--- src/rtl/cache_fill_ctrl_if.sv ---
// Miss/memory/fill bundle between the split I/D caches, main memory and cache_fill_ctrl.
// master = fill controller side, slave = caches + memory side.
interface cache_fill_ctrl_if #(
    parameter int unsigned ADDR_W          = 16,
    parameter int unsigned WORDS_PER_BLOCK = 8
);
    localparam int unsigned IDX_W = $clog2(WORDS_PER_BLOCK);

    logic              icache_miss;
    logic [ADDR_W-1:0] icache_miss_addr;
    logic              dcache_miss;
    logic [ADDR_W-1:0] dcache_miss_addr;

    logic              mem_en;
    logic [ADDR_W-1:0] mem_addr;
    logic              mem_data_valid;
    logic [15:0]       mem_data_in;

    logic              icache_data_we;
    logic              dcache_data_we;
    logic [IDX_W-1:0]  fill_word_idx;
    logic [15:0]       fill_data;
    logic [ADDR_W-1:0] fill_block_addr;
    logic              icache_tag_we;
    logic              dcache_tag_we;
    logic              icache_fill_done;
    logic              dcache_fill_done;
    logic              fill_busy;
    logic [15:0]       ifill_count;
    logic [15:0]       dfill_count;

    modport master (
        input  icache_miss, icache_miss_addr, dcache_miss, dcache_miss_addr,
        input  mem_data_valid, mem_data_in,
        output mem_en, mem_addr,
        output icache_data_we, dcache_data_we, fill_word_idx, fill_data, fill_block_addr,
        output icache_tag_we, dcache_tag_we, icache_fill_done, dcache_fill_done,
        output fill_busy, ifill_count, dfill_count
    );

    modport slave (
        output icache_miss, icache_miss_addr, dcache_miss, dcache_miss_addr,
        output mem_data_valid, mem_data_in,
        input  mem_en, mem_addr,
        input  icache_data_we, dcache_data_we, fill_word_idx, fill_data, fill_block_addr,
        input  icache_tag_we, dcache_tag_we, icache_fill_done, dcache_fill_done,
        input  fill_busy, ifill_count, dfill_count
    );
endinterface

--- src/rtl/cache_fill_ctrl.sv ---
// Cache miss handler: fetches a whole block from pipelined main memory into the I- or D-cache.
// Optional fill statistics counters are enabled by defining FILL_STATS_EN.
module cache_fill_ctrl #(
    parameter int unsigned ADDR_W          = 16,
    parameter int unsigned WORDS_PER_BLOCK = 8,
    parameter int unsigned MEM_LATENCY     = 4
) (
    input  logic clk,
    input  logic rst,
    cache_fill_ctrl_if.master bus
);
    localparam int unsigned IDX_W   = $clog2(WORDS_PER_BLOCK);
    localparam int unsigned OFF_W   = $clog2(2 * WORDS_PER_BLOCK);
    localparam int unsigned DRAIN_W = (MEM_LATENCY > 1) ? $clog2(MEM_LATENCY) : 1;

    localparam logic [IDX_W-1:0]   LAST_IDX    = IDX_W'(WORDS_PER_BLOCK - 1);
    localparam logic [IDX_W-1:0]   IDX_ONE     = IDX_W'(1);
    localparam logic [DRAIN_W-1:0] DRAIN_LAST  = DRAIN_W'(MEM_LATENCY - 1);
    localparam logic [DRAIN_W-1:0] DRAIN_ONE   = DRAIN_W'(1);
    localparam logic [ADDR_W-1:0]  BLOCK_MASK  = {ADDR_W{1'b1}} << OFF_W;
    localparam logic [ADDR_W-1:0]  WORD_STRIDE = ADDR_W'(2);

    typedef enum logic [1:0] {
        S_DRAIN = 2'd0,
        S_IDLE  = 2'd1,
        S_REQ   = 2'd2,
        S_WAIT  = 2'd3
    } fillState_t;

    fillState_t        state;
    logic              targetD;
    logic [IDX_W-1:0]  reqCnt;
    logic [IDX_W-1:0]  retCnt;
    logic [DRAIN_W-1:0] drainCnt;
    logic              memEn;
    logic [ADDR_W-1:0] memAddr;
    logic [ADDR_W-1:0] blockAddr;

    logic              missAny;
    logic [ADDR_W-1:0] missBase;
    logic              retValid;
    logic              lastRet;

    // Miss selection: D-side wins when both caches miss together.
    assign missAny  = bus.dcache_miss | bus.icache_miss;
    assign missBase = (bus.dcache_miss ? bus.dcache_miss_addr : bus.icache_miss_addr) & BLOCK_MASK;

    // Returns only count while a fill owns memory; DRAIN and IDLE discard them.
    assign retValid = bus.mem_data_valid && ((state == S_REQ) || (state == S_WAIT));
    assign lastRet  = retValid && (retCnt == LAST_IDX);

    // Fill sequencer: request issue, return counting and stale-read drain after reset.
    always_ff @(posedge clk) begin
        if (rst) begin
            state     <= S_DRAIN;
            targetD   <= 1'b0;
            reqCnt    <= '0;
            retCnt    <= '0;
            drainCnt  <= '0;
            memEn     <= 1'b0;
            memAddr   <= '0;
            blockAddr <= '0;
        end else begin
            case (state)
                S_DRAIN: begin
                    if (drainCnt == DRAIN_LAST) begin
                        drainCnt <= '0;
                        state    <= S_IDLE;
                    end else begin
                        drainCnt <= drainCnt + DRAIN_ONE;
                    end
                end
                S_IDLE: begin
                    if (missAny) begin
                        targetD   <= bus.dcache_miss;
                        blockAddr <= missBase;
                        memEn     <= 1'b1;
                        memAddr   <= missBase;
                        reqCnt    <= '0;
                        retCnt    <= '0;
                        state     <= S_REQ;
                    end
                end
                S_REQ: begin
                    if (reqCnt == LAST_IDX) begin
                        memEn   <= 1'b0;
                        memAddr <= '0;
                        reqCnt  <= '0;
                        state   <= S_WAIT;
                    end else begin
                        reqCnt  <= reqCnt + IDX_ONE;
                        memAddr <= memAddr + WORD_STRIDE;
                    end
                end
                S_WAIT: begin
                    state <= S_WAIT;
                end
                default: begin
                    state <= S_DRAIN;
                end
            endcase

            // Returns may overlap the request burst; the final one closes the fill.
            if (retValid) begin
                if (lastRet) begin
                    retCnt  <= '0;
                    reqCnt  <= '0;
                    memEn   <= 1'b0;
                    memAddr <= '0;
                    state   <= S_IDLE;
                end else begin
                    retCnt <= retCnt + IDX_ONE;
                end
            end
        end
    end

    // Write path is a same-cycle decode of the returning word so the cache sees it with no extra latency.
    assign bus.mem_en           = memEn;
    assign bus.mem_addr         = memAddr;
    assign bus.icache_data_we   = retValid && !targetD;
    assign bus.dcache_data_we   = retValid && targetD;
    assign bus.fill_word_idx    = retCnt;
    assign bus.fill_data        = retValid ? bus.mem_data_in : 16'h0000;
    assign bus.fill_block_addr  = blockAddr;
    assign bus.icache_tag_we    = lastRet && !targetD;
    assign bus.dcache_tag_we    = lastRet && targetD;
    assign bus.icache_fill_done = lastRet && !targetD;
    assign bus.dcache_fill_done = lastRet && targetD;
    assign bus.fill_busy        = (state != S_IDLE);

`ifdef FILL_STATS_EN
    logic [15:0] iFillCnt;
    logic [15:0] dFillCnt;

    // Saturating per-cache fill counters, bumped on each completed fill.
    always_ff @(posedge clk) begin
        if (rst) begin
            iFillCnt <= 16'h0000;
            dFillCnt <= 16'h0000;
        end else begin
            if (lastRet && !targetD && (iFillCnt != 16'hFFFF)) begin
                iFillCnt <= iFillCnt + 16'd1;
            end
            if (lastRet && targetD && (dFillCnt != 16'hFFFF)) begin
                dFillCnt <= dFillCnt + 16'd1;
            end
        end
    end

    assign bus.ifill_count = iFillCnt;
    assign bus.dfill_count = dFillCnt;
`else
    assign bus.ifill_count = 16'h0000;
    assign bus.dfill_count = 16'h0000;
`endif

endmodule
--- src/flat_wrapper.sv ---
// flat-port wrapper written by rule: the top's interface ports become plain ports
module cache_fill_ctrl_flat 
#(
    parameter int unsigned ADDR_W          = 16,
    parameter int unsigned WORDS_PER_BLOCK = 8,
    parameter int unsigned MEM_LATENCY     = 4
)
  (clk, rst, bus_icache_miss, bus_icache_miss_addr, bus_dcache_miss, bus_dcache_miss_addr, bus_mem_data_valid, bus_mem_data_in, bus_mem_en, bus_mem_addr, bus_icache_data_we, bus_dcache_data_we, bus_fill_word_idx, bus_fill_data, bus_fill_block_addr, bus_icache_tag_we, bus_dcache_tag_we, bus_icache_fill_done, bus_dcache_fill_done, bus_fill_busy, bus_ifill_count, bus_dfill_count);
  cache_fill_ctrl_if #(.ADDR_W(ADDR_W), .WORDS_PER_BLOCK(WORDS_PER_BLOCK)) bus_i ();
  input  logic clk;
  input  logic rst;
  input wire logic [$bits(bus_i.icache_miss)-1:0] bus_icache_miss;
  input wire logic [$bits(bus_i.icache_miss_addr)-1:0] bus_icache_miss_addr;
  input wire logic [$bits(bus_i.dcache_miss)-1:0] bus_dcache_miss;
  input wire logic [$bits(bus_i.dcache_miss_addr)-1:0] bus_dcache_miss_addr;
  input wire logic [$bits(bus_i.mem_data_valid)-1:0] bus_mem_data_valid;
  input wire logic [$bits(bus_i.mem_data_in)-1:0] bus_mem_data_in;
  output wire logic [$bits(bus_i.mem_en)-1:0] bus_mem_en;
  output wire logic [$bits(bus_i.mem_addr)-1:0] bus_mem_addr;
  output wire logic [$bits(bus_i.icache_data_we)-1:0] bus_icache_data_we;
  output wire logic [$bits(bus_i.dcache_data_we)-1:0] bus_dcache_data_we;
  output wire logic [$bits(bus_i.fill_word_idx)-1:0] bus_fill_word_idx;
  output wire logic [$bits(bus_i.fill_data)-1:0] bus_fill_data;
  output wire logic [$bits(bus_i.fill_block_addr)-1:0] bus_fill_block_addr;
  output wire logic [$bits(bus_i.icache_tag_we)-1:0] bus_icache_tag_we;
  output wire logic [$bits(bus_i.dcache_tag_we)-1:0] bus_dcache_tag_we;
  output wire logic [$bits(bus_i.icache_fill_done)-1:0] bus_icache_fill_done;
  output wire logic [$bits(bus_i.dcache_fill_done)-1:0] bus_dcache_fill_done;
  output wire logic [$bits(bus_i.fill_busy)-1:0] bus_fill_busy;
  output wire logic [$bits(bus_i.ifill_count)-1:0] bus_ifill_count;
  output wire logic [$bits(bus_i.dfill_count)-1:0] bus_dfill_count;
  assign bus_i.icache_miss = bus_icache_miss;
  assign bus_i.icache_miss_addr = bus_icache_miss_addr;
  assign bus_i.dcache_miss = bus_dcache_miss;
  assign bus_i.dcache_miss_addr = bus_dcache_miss_addr;
  assign bus_i.mem_data_valid = bus_mem_data_valid;
  assign bus_i.mem_data_in = bus_mem_data_in;
  assign bus_mem_en = bus_i.mem_en;
  assign bus_mem_addr = bus_i.mem_addr;
  assign bus_icache_data_we = bus_i.icache_data_we;
  assign bus_dcache_data_we = bus_i.dcache_data_we;
  assign bus_fill_word_idx = bus_i.fill_word_idx;
  assign bus_fill_data = bus_i.fill_data;
  assign bus_fill_block_addr = bus_i.fill_block_addr;
  assign bus_icache_tag_we = bus_i.icache_tag_we;
  assign bus_dcache_tag_we = bus_i.dcache_tag_we;
  assign bus_icache_fill_done = bus_i.icache_fill_done;
  assign bus_dcache_fill_done = bus_i.dcache_fill_done;
  assign bus_fill_busy = bus_i.fill_busy;
  assign bus_ifill_count = bus_i.ifill_count;
  assign bus_dfill_count = bus_i.dfill_count;
  cache_fill_ctrl #(.ADDR_W(ADDR_W), .WORDS_PER_BLOCK(WORDS_PER_BLOCK), .MEM_LATENCY(MEM_LATENCY)) u_core (.clk(clk), .rst(rst), .bus(bus_i));
endmodule
--- config.mk ---
export PLATFORM = sky130hd
export DESIGN_NAME = cache_fill_ctrl_flat
export DESIGN_NICKNAME = d
export VERILOG_FILES = /design/src/rtl/cache_fill_ctrl_if.sv /design/src/rtl/cache_fill_ctrl.sv /design/src/flat_wrapper.sv
export SDC_FILE = /design/constraint.sdc
export NUM_CORES = 1
export LEC_CHECK = 0
export BUFFER_PORTS_ARGS = -buffer_cell sky130_fd_sc_hd__buf_2
export CAP_MARGIN = 15
export CORE_AREA = 2 2 80 82
export DETAILED_ROUTE_END_ITERATION = 10
export DIE_AREA = 0 0 82 84
export PLACE_DENSITY = 0.79
export SLEW_MARGIN = 20
export SYNTH_ARGS = -nofsm -noshare
export SYNTH_HDL_FRONTEND = slang
export SYNTH_SLANG_ARGS = --single-unit
export TNS_END_PERCENT = 50
--- constraint.sdc ---
create_clock -name clk -period 2.2 [get_ports clk]
set_input_delay 0.11 -clock clk [delete_from_list [all_inputs] [get_ports clk]]
set_output_delay 0.11 -clock clk [all_outputs]
set_load 0.01 [all_outputs]
After elaboration in Yosys (flattened, before gate mapping). Cells that the tools add are included.

Bits in registers: 40. Input bits: 53. Output and inout port bits: 91. Word-level logic and storage cells: 61.

Add/subtract/negate cells: 4. Equality and inequality tests: 7. Mux-type cells: 28. Bitwise gates (word level): 1. Reductions and logical operators: 13.

Operators by type and width (count): $mux W16 (6); $pmux W16 S2 (1); $mux W3 (8); $add A16 B2 Y16 const B (1); $mux W2 (6); $pmux W2 S4 (1); $add A3 B1 Y3 const B (2); $eq A2 B2 Y1 const B (3); $eq A3 B3 Y1 const B (2); $logic_and A1 B1 Y1 (6); $pmux W3 S2 (1); $mux W1 (4); $reduce_and A2 Y1 (2); $reduce_bool A2 Y1 (2); $add A2 B1 Y2 const B (1); $eq A2 B1 Y1 const B (1); $logic_not A2 Y1 (1); $ne A2 B1 Y1 const B (1); $pmux W1 S2 (1); $logic_not A1 Y1 (1); $logic_or A1 B1 Y1 (1); $or A1 B1 Y1 (1).

Logic depth before layout (Yosys ltp). Gate-level depths: netlist of the first run.

Depth in word-level cells: 6. Gate-level depth with buffers: 7. Depth with buffers taken out: 6.

Worst setup path before layout of the first run. No wires, ideal clock.

Path kind: register to register. Start point: reg u_core.state[0]. End point: reg u_core.memAddr[15] (netlist: u_core.bus.mem_addr[15]). Setup time: 0.086 ns. Arrival time: 1.715 ns. Required time: 2.114 ns. Slack: 0.399 ns. Cell stages (with the launch flop): 8. Path buffers: 1. Period minus slack after synthesis: 1.801 ns. Cell sequence: dfxtp_1 > inv_1 > ha_1 > o21a_1 > a21o_1 > clkbuf_8 > a31o_2 > a221oi_2.

Cells in the longest elaborated chain, start to end: 6. Elaborated cells between the ends (all ways): 9. Those cells by class: eq/ne (3); mux (3); reduce/logical (3).

Ends and longest elaborated chain: start, declared (RTL line cache_fill_ctrl.sv:30) `fillState_t state;`; start signal, assigned (RTL line cache_fill_ctrl.sv:55) `state <= S_DRAIN;`; start signal, assigned (RTL line cache_fill_ctrl.sv:68) `state <= S_IDLE;`; start signal, assigned (RTL line cache_fill_ctrl.sv:81) `state <= S_REQ;`; $eq A2 B2 Y1, on equally long branches (RTL line cache_fill_ctrl.sv:49, cache_fill_ctrl.sv:64); $logic_or A1 B1 Y1 (RTL line cache_fill_ctrl.sv:49) `assign retValid = bus.mem_data_valid && ((state == S_REQ) || (state == S_WAIT));`; $logic_and A1 B1 Y1 (RTL line cache_fill_ctrl.sv:49); $logic_and A1 B1 Y1 (RTL line cache_fill_ctrl.sv:50) `assign lastRet = retValid && (retCnt == LAST_IDX);`; $mux W16 (RTL line cache_fill_ctrl.sv:105) `if (lastRet) begin`; $mux W16 * (RTL line cache_fill_ctrl.sv:104) `if (retValid) begin`; end signal, assigned (RTL line cache_fill_ctrl.sv:78) `memAddr <= missBase;`; end signal, assigned (RTL line cache_fill_ctrl.sv:92) `memAddr <= memAddr + WORD_STRIDE;`; end, declared (RTL line cache_fill_ctrl.sv:36) `logic [ADDR_W-1:0] memAddr;`.

Every way passes the cells marked *; elsewhere a longest branch is shown, timed or not. A chain may end at the register's enable or synchronous reset.

Worst setup path after layout of the first run.
Start point: reg u_core.state[0]. End point: out bus_icache_fill_done.

Cells in the longest elaborated chain, start to end: 5. Elaborated cells between the ends (all ways): 6. Those cells by class: eq/ne (2); reduce/logical (4).

Ends and longest elaborated chain: $eq A2 B2 Y1 (RTL line cache_fill_ctrl.sv:49); $logic_or A1 B1 Y1 * (RTL line cache_fill_ctrl.sv:49); $logic_and A1 B1 Y1 * (RTL line cache_fill_ctrl.sv:49); $logic_and A1 B1 Y1 * (RTL line cache_fill_ctrl.sv:50); $logic_and A1 B1 Y1 * (RTL line cache_fill_ctrl.sv:128) `assign bus.icache_fill_done = lastRet && !targetD;`; end, declared (RTL line flat_wrapper.sv:27) `output wire logic [$bits(bus_i.icache_fill_done)-1:0] bus_icache_fill_done;`.

Marks and branches as above.

==> results_dict.tcl, run 1 <==
set metrics [dict create \
    die_area_um2 6890 \
    dr.first_iter.drc_count 145 \
    clock_skew_ns 0.0113 \
    report.final.slew_viol_count 0 \
    fp.dieH_um 84 \
    met1_usage_pct 24.8 \
    synth_area_leader_cell "dfxtp_1" \
    wl_mm 7.15 \
    drc_errors 0 \
    cts_sinks 40 \
    setup_viol 0 \
    busiest_layer "met2" \
    cts_tree "built" \
    grt_max_degree 26 \
    ys_seq_area_share_pct 30.4 \
    ant_nets 0 \
    vdd_drop_max_mv 0.338 \
    ys_warn_count 0 \
    syn-cell-area_um2 2640 \
    fmax_mhz 485 \
    cts_buffer_depth 2 \
    yosys-top-cells-area "dfxtp_1 30%, buf_4 11%, ha_1 5.2%" \
    cap_violations 0 \
    routedWlPerCell_um 14.4 \
    async_flop_share_pct 0 \
    pre_cts_slack_ns 0.267 \
    final_cells 497 \
    via_per_inst 5.35 \
    critical_path_arrival_ns 1.95 \
    worst_pin_slew_ns 0.520 \
    fin_crit_ns 2.06 \
    start_util_pct 43.3 \
    htreeDepth 2 \
    first_global_vias 2255 \
    core_um2 6100 \
    first_pass_iters 4 \
    antenna_found_initial 0 \
    finalHoldViolCount 0 \
    synth_common_cells "40 x dfxtp_1, 39 x buf_4, 32 x nor2_1" \
    grt_overflow 0 \
    n_antenna_cell 0 \
    power.leakage_nw 1.49 \
    clk_pin_slew_worst_paths_ns 0.08 \
    path_max_fanout 24 \
    grt_pass1_wl_mm 10.8 \
    syn-instance-count 326 \
    worstSetupStartpointType "register" \
    cts_buffers 5 \
    period_share_pct 93.7 \
    die_w_um 82 \
    cts_resized 0 \
    yosysUniqueCellTypes 56 \
    run_status "finished, final reports clean" \
    slew_headroom_pct 65.3 \
    port_buffers 99 \
    synth_enable_flop_cells 0 \
    drive_gt1_share_pct 28.6 \
    gp_congestion 0.871 \
    fin_setup_tns_ns 0 \
    grt_use_met2_pct 33.4 \
    synth-seq-cells 40 \
    area_delta_synth_final_pct 18.1 \
    critical_path_required_ns 2.09 \
    fin_hold_ws_ns 0.105 \
    synth_top_area_share_pct 30.4 \
    layout.nets 484 \
    postCtsHoldBufs 0 \
    fin_ws_ns 0.138 \
    dp_hpwl_mm 5.56 \
    avgSynthCellArea_um2 8.09 \
    rsz0062_at_grt "false" \
    post_cts_buffers 0 \
    num_vias 2660 \
    final_util_pct 51.1 \
    io_pins 144 \
    grt_usage_pct 20.1 \
    yosys_most_used_dff "dfxtp_1" \
    rows 29 \
    critPathCaptureType "output pin" \
    cts-root-buf "clkbuf_8" \
    clock_latency_ns 0.29 \
    hp-class "in -> reg" \
    use_met3_pct 6.17 \
    path_class "reg -> out" \
    dp_cells 490 \
    powerDensity_nw_per_um2 699 \
    yosysMostFrequentCell "dfxtp_1" \
]
cell usage in the layout (no fill, tap or decap), types with 5 or more instances in the layout:
master | Yosys | layout
nor2_1 | 32 | 32
and2_1 | 17 | 17
nand3b_1 | 7 | 7
a22oi_1 | 5 | 5
a31oi_1 | 6 | 6
nand2_1 | 21 | 21
clkbuf_8 | 2 | 5
a32oi_1 | 6 | 6
inv_1 | 9 | 9
buf_4 | 39 | 6
nor4_1 | 6 | 6
dfxtp_1 | 40 | 40
nand3_1 | 6 | 6
ha_1 | 11 | 11
o21ai_0 | 13 | 13
a21o_1 | 5 | 5
mux2i_1 | 5 | 5
buf_2 | 3 | 99
a21oi_1 | 20 | 20
conb_1 | 1 | 36
o22ai_1 | 6 | 6
critical path, stage by stage, from the launching register on:
cell and delay (ns):
dfxtp_1 0.37, inv_1 0.14, ha_1 0.32, o21a_1 0.23, buf_4 0.23, nand2_1 0.11, nor2_1 0.13, buf_2 0.15
routing by layer:
metal / vias to the layer above / share of wire [%]
li1: 1304 / -
met1: 1228 / 41
met2: 122 / 49
met3: 6 / 9.0
met4: 0 / 1.0
met5: - / 0
kinds of logic after synthesis:
group,after synthesis,share of synthesized area (%)
AOI/OAI and AO/OA,93,24.5
adders and majority gates,11,5.22
buffers and inverters,63,15.4
DFF,40,30.4
muxes,6,2.32
other,1,0.142
and+or+nand+nor,112,22.1
path summary, 6_finish.rpt:
| path | slack (ns) | startpoint | cells after the start | to |
|---|---|---|---|---|
| min | 0.11 | bus_dcache_miss_addr[12] | 3 | u_core.bus.fill_block_addr[12] |
| min reg2reg | 0.46 | u_core.bus.fill_block_addr[8] | 2 | u_core.bus.fill_block_addr[8] |
| max reg2reg | 0.19 | u_core.state[0] | 6 | u_core.bus.mem_addr[14] |
| max | 0.14 | u_core.state[0] | 7 | bus_icache_fill_done |
sequential cells by signal (all words and copies together) (netlist names):
| register | cells |
|---|---|
| u_core.bus.fill_block_addr | 12 |
| u_core.bus.fill_word_idx | 3 |
| u_core.bus.mem_addr | 16 |
| u_core.bus.mem_en | 1 |
| u_core.drainCnt | 2 |
| u_core.reqCnt | 3 |
| u_core.state | 2 |
| u_core.targetD | 1 |
power breakdown:
part | total (mW) | switching, mW | leakage (nW) | internal [mW]
clock network | 0.460 | 0.244 | 0.0410 | 0.216
registers | 0.876 | 0.0679 | 0.324 | 0.808
logic | 0.841 | 0.519 | 1.12 | 0.322
cell type report:
cell class	count	area [um^2]
multi-input cells	258	1560
clock buffers	6	72.6
repair buffers	105	541
clock inverters	1	5.00
flip-flops and latches	40	801
fillers	607	2980
inverters	10	37.5
well taps	77	96.3
metrics by stage:
stage	power (mW)	instance area, um^2
2_1_floorplan	1.50	2770
3_3_place_gp	1.70	3040
5_1_grt	2.33	3110
6_report	2.18	3110
4_1_cts	2.19	3110
3_5_place_dp	1.73	3040
Power figures use the tool's default switching activity.
==> run 2, diff against run 1 <==
Settings changed: MAX_ROUTING_LAYER from default to met4.
==> results_dict.tcl, run 2 (synthesis gave the netlist of run 1 again) <==
set metrics [dict create \
    place_area_um2 3040 \
    worstSetupStartpointType "register" \
    first_pass_iters 4 \
    clock_skew_ns 0.0110 \
    hp-class "in -> reg" \
    postCtsHoldBufs 0 \
    cts_sinks 40 \
    p_sw_mw 0.835 \
    grt_overflow 0 \
    fin_hold_ws_ns 0.0999 \
    max_stage_delay_ns 0.37 \
    slowest_stage "dfxtp_1" \
    dp_cells 490 \
    critical_path_arrival_ns 1.93 \
    power.total_mw 2.18 \
    area_delta_synth_final_pct 18.1 \
    core_um2 6100 \
    num_vias 2663 \
    fin_crit_ns 2.04 \
    wl_mm 7.16 \
    pwr-share-comb_pct 38.7 \
    setup_viol 0 \
    rsz0062_at_grt "false" \
    clk_pin_slew_worst_paths_ns 0.08 \
    io_pins 144 \
    fmax_mhz 489 \
    cts_tree "built" \
    path_class "reg -> out" \
    r2r-start "u_core.state[0]" \
    finalInstanceArea_um2 3110 \
    fp.dieH_um 84 \
    hold_depth 3 \
    hp-start "bus_dcache_miss_addr[12]" \
    hold_end "u_core.bus.fill_block_addr[12]" \
    seqPwrFrac_pct 40.1 \
    n_antenna_cell 0 \
    port_buffers 99 \
    final_cells 497 \
    htreeDepth 2 \
    routedWlPerCell_um 14.4 \
    drive_gt1_share_pct 28.6 \
    layout.nets 484 \
    first_global_vias 2263 \
    vdd_drop_max_mv 0.343 \
    clkPwrFrac_pct 21.2 \
    cap_violations 0 \
    final_util_pct 51.1 \
    largest_register_ffs 16 \
    antenna_found_initial 0 \
    grt_max_degree 26 \
    pre_cts_slack_ns 0.267 \
    dr.first_iter.drc_count 153 \
    grt_pass1_wl_mm 10.8 \
    critical_path_required_ns 2.09 \
    gp_congestion 0.886 \
    period_share_pct 92.9 \
    switching_share_pct 38.3 \
    die_area_um2 6890 \
    layout_common_cells "99 x buf_2, 40 x dfxtp_1, 36 x conb_1, 32 x nor2_1, 21 x nand2_1" \
    crit_chain "inv_1, ha_1, o21a_1, buf_4, nand2_1, nor2_1, buf_2" \
    internal_power_mw 1.35 \
    ff2ff_setup_slack_ns 0.21 \
    run_status "finished, final reports clean" \
    grt_usage_pct 20.7 \
    fin_setup_tns_ns 0 \
    via_per_inst 5.36 \
    finalHoldViolCount 0 \
    post_cts_buffers 0 \
    fin_ws_ns 0.156 \
    worst_pin_slew_ns 0.524 \
    fillers 607 \
    final_common_cell "buf_2" \
    cts_buffer_depth 2 \
    slew_headroom_pct 65.1 \
    powerDensity_nw_per_um2 700 \
    clock_latency_ns 0.29 \
    drc_errors 0 \
    start_util_pct 43.3 \
    path_max_fanout 24 \
    ant_nets 0 \
    rows 29 \
    dp_hpwl_mm 5.56 \
    cts_resized 0 \
    report.final.slew_viol_count 0 \
    regToRegEndpoint "u_core.bus.mem_addr[14]" \
    critPathCaptureType "output pin" \
    power.leakage_nw 1.49 \
    die_w_um 82 \
    cts_buffers 5 \
    ff2ff_path_depth 6 \
    cts-root-buf "clkbuf_8" \
]
==> run 2: cell counts in the layout (fill, tap and decap cells not counted) <==
No cell type changed its count.
==> run 2: layout make-up <==
type / count / area (um^2) / area share, %
timing repair buffer: 105 / 541 / 17.4
clock buffer: 6 / 72.6 / 2.33
inverter: 10 / 37.5 / 1.21
clock inverter: 1 / 5.00 / 0.161
tap: 77 / 96.3 / 3.09
sequential: 40 / 801 / 25.7
multi-input combinational: 258 / 1560 / 50.1
==> run 2: how the worst max path moves through the flow <==
stage | startpoint | to | slack [ns]
2_1_floorplan | u_core.state[0] | u_core.bus.mem_addr[15] | 0.40
3_3_place_gp | u_core.state[0] | u_core.bus.mem_addr[10] | 0.31
3_5_place_dp | u_core.state[0] | u_core.bus.mem_addr[10] | 0.27
4_1_cts | u_core.state[0] | bus_icache_fill_done | 0.15
5_1_grt | u_core.state[1] | u_core.bus.mem_addr[7] | 0.0003
6_report | u_core.state[0] | bus_icache_fill_done | 0.16
==> run 2: power by group through the flow <==
stage / Sequential [mW] / Combinational [mW] / Clock [mW]
after floorplan: 0.902 / 0.597 / 0
after global placement: 0.885 / 0.815 / 0
after detailed placement: 0.889 / 0.840 / 0
after CTS: 0.874 / 0.840 / 0.473
after global routing: 0.885 / 0.934 / 0.506
final: 0.874 / 0.845 / 0.462
==> run 2: layer usage <==
metal	vias up	routed length (um)	part of all wire, %	GRT usage (%)
met4	0	80	1.1	5.61
met2	125	3490	49	33.4
li1	1299	-	-	-
met3	8	638	8.9	5.74
met1	1231	2950	41	25.1
met5	-	0	0	-
==> run 2: critical path, delay by kind of cell, from the launching register on <==
family	cells	cell delay, ns
buf+inv	3	0.51
flops	1	0.37
fa+ha+maj	1	0.31
simple gates	2	0.24
compound gates	1	0.22
==> run 3, diff against run 2 <==
Settings changed: PLACE_DENSITY 0.79 to default, PLACE_DENSITY_LB_ADDON from default to 0.08.
==> results_dict.tcl, run 3 (synthesis gave the netlist of run 1 again) <==
set metrics [dict create \
    run_status "finished, final reports clean" \
    die_w_um 82 \
    first_pass_iters 4 \
    powerDensity_nw_per_um2 717 \
    fin_setup_tns_ns 0 \
    hp-class "in -> reg" \
    finalInstanceArea_um2 3140 \
    postCtsHoldBufs 0 \
    clock_latency_ns 0.30 \
    routedWlPerCell_um 14.3 \
    fp.dieH_um 84 \
    maxUsedRoutingLayer "met4" \
    ff2ff_setup_slack_ns 0.25 \
    grt_usage_pct 21.1 \
    slew_headroom_pct 64.1 \
    htreeDepth 2 \
    wl_mm 7.15 \
    start_util_pct 43.3 \
    final_common_cell "buf_2" \
    worstSetupStartpointType "register" \
    gp_congestion 0.851 \
    vdd_drop_max_mv 0.312 \
    dr_wl_met2_mm 3.33 \
    power.leakage_nw 1.49 \
    wl_met3_um 590 \
    drive_gt1_share_pct 29.4 \
    fin_hold_ws_ns 0.0950 \
    hp-start "bus_dcache_miss_addr[12]" \
    path_class "reg -> out" \
    clk_pin_slew_worst_paths_ns 0.08 \
    n_antenna_cell 0 \
    first_global_vias 2170 \
    die_area_um2 6890 \
    layout_common_cells "99 x buf_2, 40 x dfxtp_1, 36 x conb_1, 32 x nor2_1, 21 x nand2_1" \
    num_vias 2604 \
    cts_sinks 40 \
    fmax_mhz 506 \
    rows 29 \
    cts_buffers 5 \
    regToRegEndpoint "u_core.bus.mem_addr[14]" \
    path_max_fanout 24 \
    cts-root-buf "clkbuf_8" \
    critPathCaptureType "output pin" \
    drc_errors 0 \
    clock_skew_ns 0.00944 \
    area_delta_synth_final_pct 19.2 \
    hold_depth 3 \
    cts_buffer_depth 2 \
    grt_overflow 0 \
    cts_tree "built" \
    critical_path_arrival_ns 1.86 \
    port_buffers 99 \
    dr.first_iter.drc_count 137 \
    critical_path_required_ns 2.09 \
    antenna_found_initial 0 \
    core_um2 6100 \
    dp_hpwl_mm 5.51 \
    via_per_inst 5.22 \
    ant_nets 0 \
    period_share_pct 89.7 \
    grt_max_degree 26 \
    rsz0062_at_grt "false" \
    cts_resized 0 \
    setup_viol 0 \
    r2r-start "u_core.state[1]" \
    fin_crit_ns 1.97 \
    io_pins 144 \
    report.final.slew_viol_count 0 \
    fillers 636 \
    cap_violations 0 \
    hold_end "u_core.bus.fill_block_addr[12]" \
    place_area_um2 3040 \
    ff2ff_path_depth 6 \
    largest_register_ffs 16 \
    post_cts_buffers 0 \
    layout.nets 485 \
    wl_met1_mm 3.16 \
    grt_pass1_wl_mm 10.9 \
    final_util_pct 51.6 \
    worst_pin_slew_ns 0.538 \
    finalHoldViolCount 0 \
]
==> run 3: per-layer routing <==
| metal | vias up | GRT usage, % |
|---|---|---|
| li1 | 1296 | - |
| met4 | 0 | 5.15 |
| met2 | 107 | 33.1 |
| met1 | 1196 | 27.7 |
| met3 | 5 | 4.00 |
| met5 | - | - |
==> run 3: worst max-delay path: stages (launching register included) <==
cell and delay [ns]:
dfxtp_1 0.44, inv_1 0.12, ha_2 0.24, o21a_1 0.22
buf_4 0.20, and3_1 0.20, buf_2 0.14
==> run 3: per-stage QoR <==
stage          cells  total power [mW]  setup WS, ns
6_report         499              2.25         0.226
5_1_grt          499              2.41        0.0377
4_1_cts          499              2.27         0.157
3_5_place_dp     491              1.74         0.240
3_3_place_gp     491              1.73         0.291
2_1_floorplan    361              1.50         0.399
==> run 3: area by class of cell <==
type / instances / area, um^2 / share of cell area (%)
clock inverters: 2 / 15.0 / 0.478
clock buffers: 6 / 82.6 / 2.63
repair buffers: 106 / 548 / 17.4
well taps: 77 / 96.3 / 3.06
multi-input cells: 258 / 1560 / 49.7
inverters: 10 / 37.5 / 1.19
flip-flops and latches: 40 / 801 / 25.5
==> run 3: report_power, final <==
part | switching [mW] | leakage, nW | internal [mW]
Combinational | 0.527 | 1.13 | 0.332
Clock | 0.268 | 0.0434 | 0.254
Sequential | 0.0649 | 0.324 | 0.808
==> run 3: worst max path at each step <==
stage | startpoint | to | slack, ns
detailed placement | u_core.state[1] | u_core.bus.mem_addr[14] | 0.24
CTS | u_core.state[0] | bus_dcache_fill_done | 0.16
global route | u_core.state[1] | u_core.bus.mem_addr[14] | 0.04
finish | u_core.state[0] | bus_dcache_fill_done | 0.23
global placement | u_core.state[1] | u_core.bus.mem_addr[14] | 0.29
floorplan | u_core.state[0] | u_core.bus.mem_addr[15] | 0.40
